### src/rtl/beta_pkg.sv
// Shared constants and types for the Beta pipeline hazard controller.
package beta_pkg;

    localparam int BETA_NREG = 32;
    localparam int BETA_AW   = 5;

    localparam logic [BETA_AW-1:0] R31 = BETA_AW'(BETA_NREG - 1);

    localparam logic [1:0] IRSRC_IR  = 2'd0;
    localparam logic [1:0] IRSRC_BNE = 2'd1;
    localparam logic [1:0] IRSRC_NOP = 2'd2;

    localparam logic [1:0] BYP_RF  = 2'd0;
    localparam logic [1:0] BYP_ALU = 2'd1;
    localparam logic [1:0] BYP_MEM = 2'd2;
    localparam logic [1:0] BYP_WB  = 2'd3;

    typedef struct packed {
        logic               valid;
        logic [BETA_AW-1:0] rc;
        logic               is_ld;
    } stage_t;

endpackage

### src/rtl/beta_byp_sel.sv
// Per-operand bypass priority compare (ALU > MEM > WB) with load-use detection.
module beta_byp_sel
    import beta_pkg::*;
#(
    parameter logic [BETA_AW-1:0] P_R31 = R31
) (
    input  logic [BETA_AW-1:0] i_ra,
    input  logic               i_use,
    input  stage_t             i_alu,
    input  stage_t             i_mem,
    input  stage_t             i_wb,
    output logic [1:0]         o_sel,
    output logic               o_load_haz
);

    logic w_live;
    logic w_hit_alu;
    logic w_hit_mem;
    logic w_hit_wb;

    assign w_live    = i_use && (i_ra != P_R31);
    assign w_hit_alu = w_live && i_alu.valid && (i_alu.rc == i_ra);
    assign w_hit_mem = w_live && i_mem.valid && (i_mem.rc == i_ra);
    assign w_hit_wb  = w_live && i_wb.valid  && (i_wb.rc  == i_ra);

    // A load still in ALU or MEM has no data yet: the select stays on the
    // regfile and the caller stalls until the load reaches WB.
    always_comb begin
        o_sel      = BYP_RF;
        o_load_haz = 1'b0;
        if (w_hit_alu) begin
            if (i_alu.is_ld) o_load_haz = 1'b1;
            else             o_sel      = BYP_ALU;
        end else if (w_hit_mem) begin
            if (i_mem.is_ld) o_load_haz = 1'b1;
            else             o_sel      = BYP_MEM;
        end else if (w_hit_wb) begin
            o_sel = BYP_WB;
        end
    end

endmodule

### src/rtl/beta_hazard_ctl.sv
// Beta 5-stage hazard controller: scoreboard, bypass selects, load-use stall,
// branch annulment, memory-wait freeze and interrupt injection.
module beta_hazard_ctl
    import beta_pkg::*;
#(
    parameter int NREG = BETA_NREG,
    parameter int AW   = BETA_AW
) (
    input  logic          clk,
    input  logic          reset,
    input  logic [AW-1:0] rf_ra1,
    input  logic [AW-1:0] rf_ra2,
    input  logic          rf_use_a,
    input  logic          rf_use_b,
    input  logic          rf_wr,
    input  logic [AW-1:0] rf_rc,
    input  logic          rf_is_ld,
    input  logic [1:0]    rf_pcsel,
    input  logic          rf_super,
    input  logic          mem_ready,
    input  logic          irq,
    output logic          stall,
    output logic          freeze,
    output logic [1:0]    irsrc,
    output logic [1:0]    byp_a,
    output logic [1:0]    byp_b,
    output logic          irq_ack
);

    stage_t r_sb_alu;
    stage_t r_sb_mem;
    stage_t r_sb_wb;
    logic   r_annul;
    logic   r_irq_pend;

    stage_t w_rf_entry;
    logic   w_haz_a;
    logic   w_haz_b;
    logic   w_take;

    beta_byp_sel #(.P_R31(BETA_AW'(NREG - 1))) u_sel_a (
        .i_ra       (rf_ra1),
        .i_use      (rf_use_a),
        .i_alu      (r_sb_alu),
        .i_mem      (r_sb_mem),
        .i_wb       (r_sb_wb),
        .o_sel      (byp_a),
        .o_load_haz (w_haz_a)
    );

    beta_byp_sel #(.P_R31(BETA_AW'(NREG - 1))) u_sel_b (
        .i_ra       (rf_ra2),
        .i_use      (rf_use_b),
        .i_alu      (r_sb_alu),
        .i_mem      (r_sb_mem),
        .i_wb       (r_sb_wb),
        .o_sel      (byp_b),
        .o_load_haz (w_haz_b)
    );

    assign freeze  = !mem_ready;
    assign stall   = freeze || w_haz_a || w_haz_b;
    assign w_take  = r_irq_pend && !rf_super && !stall && !r_annul;
    assign irq_ack = w_take;

    always_comb begin
        w_rf_entry       = '0;
        w_rf_entry.valid = rf_wr;
        w_rf_entry.rc    = rf_rc;
        w_rf_entry.is_ld = rf_is_ld;
    end

    always_comb begin
        irsrc = IRSRC_IR;
        if (r_annul)     irsrc = IRSRC_NOP;
        else if (w_take) irsrc = IRSRC_BNE;
    end

    // Annul starts set so the first instruction after reset is squashed.
    always_ff @(posedge clk or posedge reset) begin
        if (reset) begin
            r_sb_alu   <= '0;
            r_sb_mem   <= '0;
            r_sb_wb    <= '0;
            r_annul    <= 1'b1;
            r_irq_pend <= 1'b0;
        end else if (!freeze) begin
            r_sb_wb    <= r_sb_mem;
            r_sb_mem   <= r_sb_alu;
            r_sb_alu   <= stall ? '0 : w_rf_entry;
            r_annul    <= (rf_pcsel != 2'd0) && !stall;
            r_irq_pend <= w_take ? 1'b0 : (r_irq_pend || irq);
        end
    end

endmodule

### config.mk
export PLATFORM = sky130hd
export DESIGN_NAME = beta_hazard_ctl
export DESIGN_NICKNAME = d
export VERILOG_FILES = /design/src/rtl/beta_pkg.sv /design/src/rtl/beta_byp_sel.sv /design/src/rtl/beta_hazard_ctl.sv
export SDC_FILE = /design/constraint.sdc
export NUM_CORES = 1
export LEC_CHECK = 0
export CAP_MARGIN = 10
export CORE_AREA = 2 2 55 57
export DETAILED_ROUTE_END_ITERATION = 6
export DIE_AREA = 0 0 57 59
export GPL_ROUTABILITY_DRIVEN = 0
export PLACE_DENSITY_LB_ADDON = 0.2
export SLEW_MARGIN = 10
export SYNTH_ARGS = -nofsm -noshare
export SYNTH_HDL_FRONTEND = slang
export SYNTH_SLANG_ARGS = --single-unit
export TNS_END_PERCENT = 100
### constraint.sdc
create_clock -name clk -period 6.8 [get_ports clk]
set_clock_uncertainty 0.2 [all_clocks]
set_input_delay 1.36 -clock clk [delete_from_list [all_inputs] [get_ports clk]]
set_output_delay 1.36 -clock clk [all_outputs]
set_load 0.01 [all_outputs]
==> impl_metrics.env <==
export IMPL_row_count=19
export IMPL_min_path_cells=1
export IMPL_seqPwrFrac_pct=51.8
export IMPL_vdd_drop_max_uv=128.2
export IMPL_ys_ff_latch=22
export IMPL_synth_edf_count=0
export IMPL_rsz0062_at_grt="false"
export IMPL_start_kind="input port"
export IMPL_synth_warning_count=0
export IMPL_root_buffer="clkbuf_4"
export IMPL_cts_sinks=22
export IMPL_avgSynthCellArea_sq_um=11.02
export IMPL_cts_inserted_buffers=3
export IMPL_drive_gt1_share_pct=14.47
export IMPL_overflow=0
export IMPL_min_from="r_irq_pend"
export IMPL_die_x_microns=57
export IMPL_crit_path_end_kind="output pin"
export IMPL_dr_pass1_iters=4
export IMPL_power_frac_clock_pct=22.0
export IMPL_n_antenna_cell=0
export IMPL_grt_pass1_wl_microns=5002
export IMPL_cp_max_fo=11
export IMPL_p_leak_nw=0.7075
export IMPL_clk_pin_slew_worst_paths_ns=0.11
export IMPL_cp_data_required_time_ns=5.24
export IMPL_ys_types=27
export IMPL_io_pins=35
export IMPL_setup_viol=0
export IMPL_cts_hold_buf=0
export IMPL_syn_inst=118
export IMPL_period_share_pct=81.44
export IMPL_worstReg2RegStart="r_sb_alu[1]"
export IMPL_ys_flop_type="dfrtp_1"
export IMPL_drt_iter0_drc=33
export IMPL_async_flop_share_pct=100.0
export IMPL_synth_commonest_cells="21 x dfrtp_1, 16 x xor2_1, 14 x xnor2_1"
export IMPL_combinationalPowerShare_pct=26.2
export IMPL_slew_violations=0
export IMPL_fillers=244
export IMPL_finish_utilization_pct=62.47
export IMPL_port_buffers=34
export IMPL_grt_max_degree=23
export IMPL_rr_worst_depth=7
export IMPL_vias=1011
export IMPL_nets=179
export IMPL_ant_nets=0
export IMPL_seq_area_frac_synth_pct=42.44
export IMPL_cts_tree="built"
export IMPL_clock_fmax_mhz=180.6
export IMPL_fin_cells=183
export IMPL_r2r_slack_ns=4.53
export IMPL_place_inst=179
export IMPL_switching_share_pct=29.53
export IMPL_fp_coreArea_sq_um=2710
export IMPL_holdPathEnd="r_irq_pend"
export IMPL_dieArea_sq_um=3363
export IMPL_fp_dieH_microns=59
export IMPL_clk_path_buf_depth=2
export IMPL_area_growth_pct=30.22
export IMPL_start_util_pct=47.97
export IMPL_synth_nets=144
export IMPL_min_path_type="reg -> reg"
export IMPL_synth_top_area_share_pct=40.42
export IMPL_worstPathArrival_ns=3.98
export IMPL_outcome="complete, no violations"
export IMPL_power_internal_w=0.0002340
export IMPL_synth_area_leaders="dfrtp_1 40%, xor2_1 11%, mux2_2 10%"
export IMPL_drc=0
export IMPL_crit_type="in -> out"
export IMPL_wl_per_cell_microns=16.37
export IMPL_period_needed_ns=5.538
export IMPL_worstSkewPairLatency_ns=0.32
export IMPL_r2r_end="r_sb_alu[3]"
export IMPL_drv_cap=0
export IMPL_mappedNetlistArea_sq_um=1300
export IMPL_grt_use_total_pct=19.63
export IMPL_whs_ns=0.3021
export IMPL_first_global_vias=1016
export IMPL_yosysTopAreaCell="dfrtp_1"
export IMPL_ctsHtreeMaxLevel=1
export IMPL_cts_resized_gates=0
export IMPL_tns_ns=0
export IMPL_viasPerCell=5.525
export IMPL_cts_setup_buffers=0
export IMPL_hold_viol_final=0
export IMPL_grt_antenna_before_repair=0
export IMPL_switchingPower_w=0.00009803
export IMPL_slew_headroom_pct=45.73
export IMPL_wl_microns=2995
export IMPL_tightest_slew_ns=0.8132
export IMPL_power_density_nw_per_um2=196.1
export IMPL_dp_hpwl_microns=2331
export IMPL_post_synth_top_count_cell="dfrtp_1"
-- worst max path at each step --
stage | startpoint | endpoint | slack (ns) | cells past startpoint
after floorplan | rf_ra2[2] | irsrc[0] | 2.45 | 7
after global placement | rf_ra2[0] | irq_ack | 1.33 | 9
after detailed placement | rf_ra2[2] | irsrc[0] | 1.25 | 9
after CTS | rf_ra2[2] | irsrc[0] | 1.24 | 9
after global routing | rf_ra2[0] | irsrc[0] | 1.12 | 9
final | rf_ra2[2] | irsrc[0] | 1.26 | 9
-- critical path: stages --
cell             delay [ns]
clkdlybuf4s50_1        0.50
xor2_1                 0.20
nor4_2                 0.29
nand4b_1               0.21
and3_1                 0.24
nor4_2                 0.24
buf_4                  0.21
and3_1                 0.19
clkdlybuf4s50_1        0.55
-- final cells by class --
cell class | instances | area (sq um) | area share, %
Multi-Input combinational cell | 87 | 703.2 | 41.54
Clock buffer | 4 | 36.28 | 2.143
Tap cell | 31 | 38.79 | 2.291
Inverter | 4 | 15.01 | 0.8869
Timing Repair Buffer | 35 | 347.8 | 20.55
Sequential cell | 22 | 551.8 | 32.59
-- power groups by stage --
stage	logic [W]	registers [W]	clock network, W
final	0.0000871	0.000172	0.0000729
after global routing	0.0000946	0.000175	0.0000821
after CTS	0.0000879	0.000172	0.0000739
after detailed placement	0.0000871	0.000174	0
after global placement	0.0000845	0.000173	0
after floorplan	0.0000561	0.000167	0
-- stage by stage --
step                      setup slack, ns  instance area, sq um  total power, W
after global routing                1.124                  1693       0.0003513
after detailed placement            1.247                  1657       0.0002614
after global placement              1.332                  1657       0.0002577
after CTS                           1.238                  1693       0.0003336
final                               1.262                  1693       0.0003320
after floorplan                     2.450                  1300       0.0002234
-- cell families (layout without fill, tap and decap cells) --
kind of cell,count (synthesis),in the layout,synth area share (%)
AND/OR/NAND/NOR,27,27,12.80
XOR/XNOR,30,30,20.21
buffers and inverters,9,43,3.464
flip-flops,22,22,42.44
multiplexers,14,14,11.93
AO/OA/AOI/OAI,16,16,9.143
-- layout by cell type (no fill, tap or decap) --
cell and n:
xor2_1 16, dfrtp_1 21, buf_4 1, nand3_1 3
clkbuf_8 1, nand2_1 6, clkbuf_4 3, o21ai_0 3
or2_2 1, nor4_1 4, or3_1 1, a31oi_1 1
inv_1 3, mux2i_1 2, a22o_1 8, a21boi_0 3
nor2_1 1, dfstp_2 1, nand4_1 3, nand4b_1 2
xnor2_1 14, inv_2 1, or4_1 1, clkdlybuf4s50_1 34
and3_1 3, nor4_2 2, a21oi_1 1, mux2_2 12
-- registers in the layout, summed over array words and instances, names as in the netlist --
name,count
r_annul,1
r_sb_wb,6
r_sb_mem,7
r_sb_alu,7
r_irq_pend,1
-- routing by layer --
layer | GRT usage [%] | routed length, microns | up-vias
met5 | 0 | 0 | -
met4 | 8.306 | 55 | 0
met3 | 3.493 | 119 | 7
met2 | 32.51 | 1457 | 28
met1 | 25.49 | 1362 | 492
li1 | - | - | 484
Note: power is estimated with default switching activity, not from simulation.
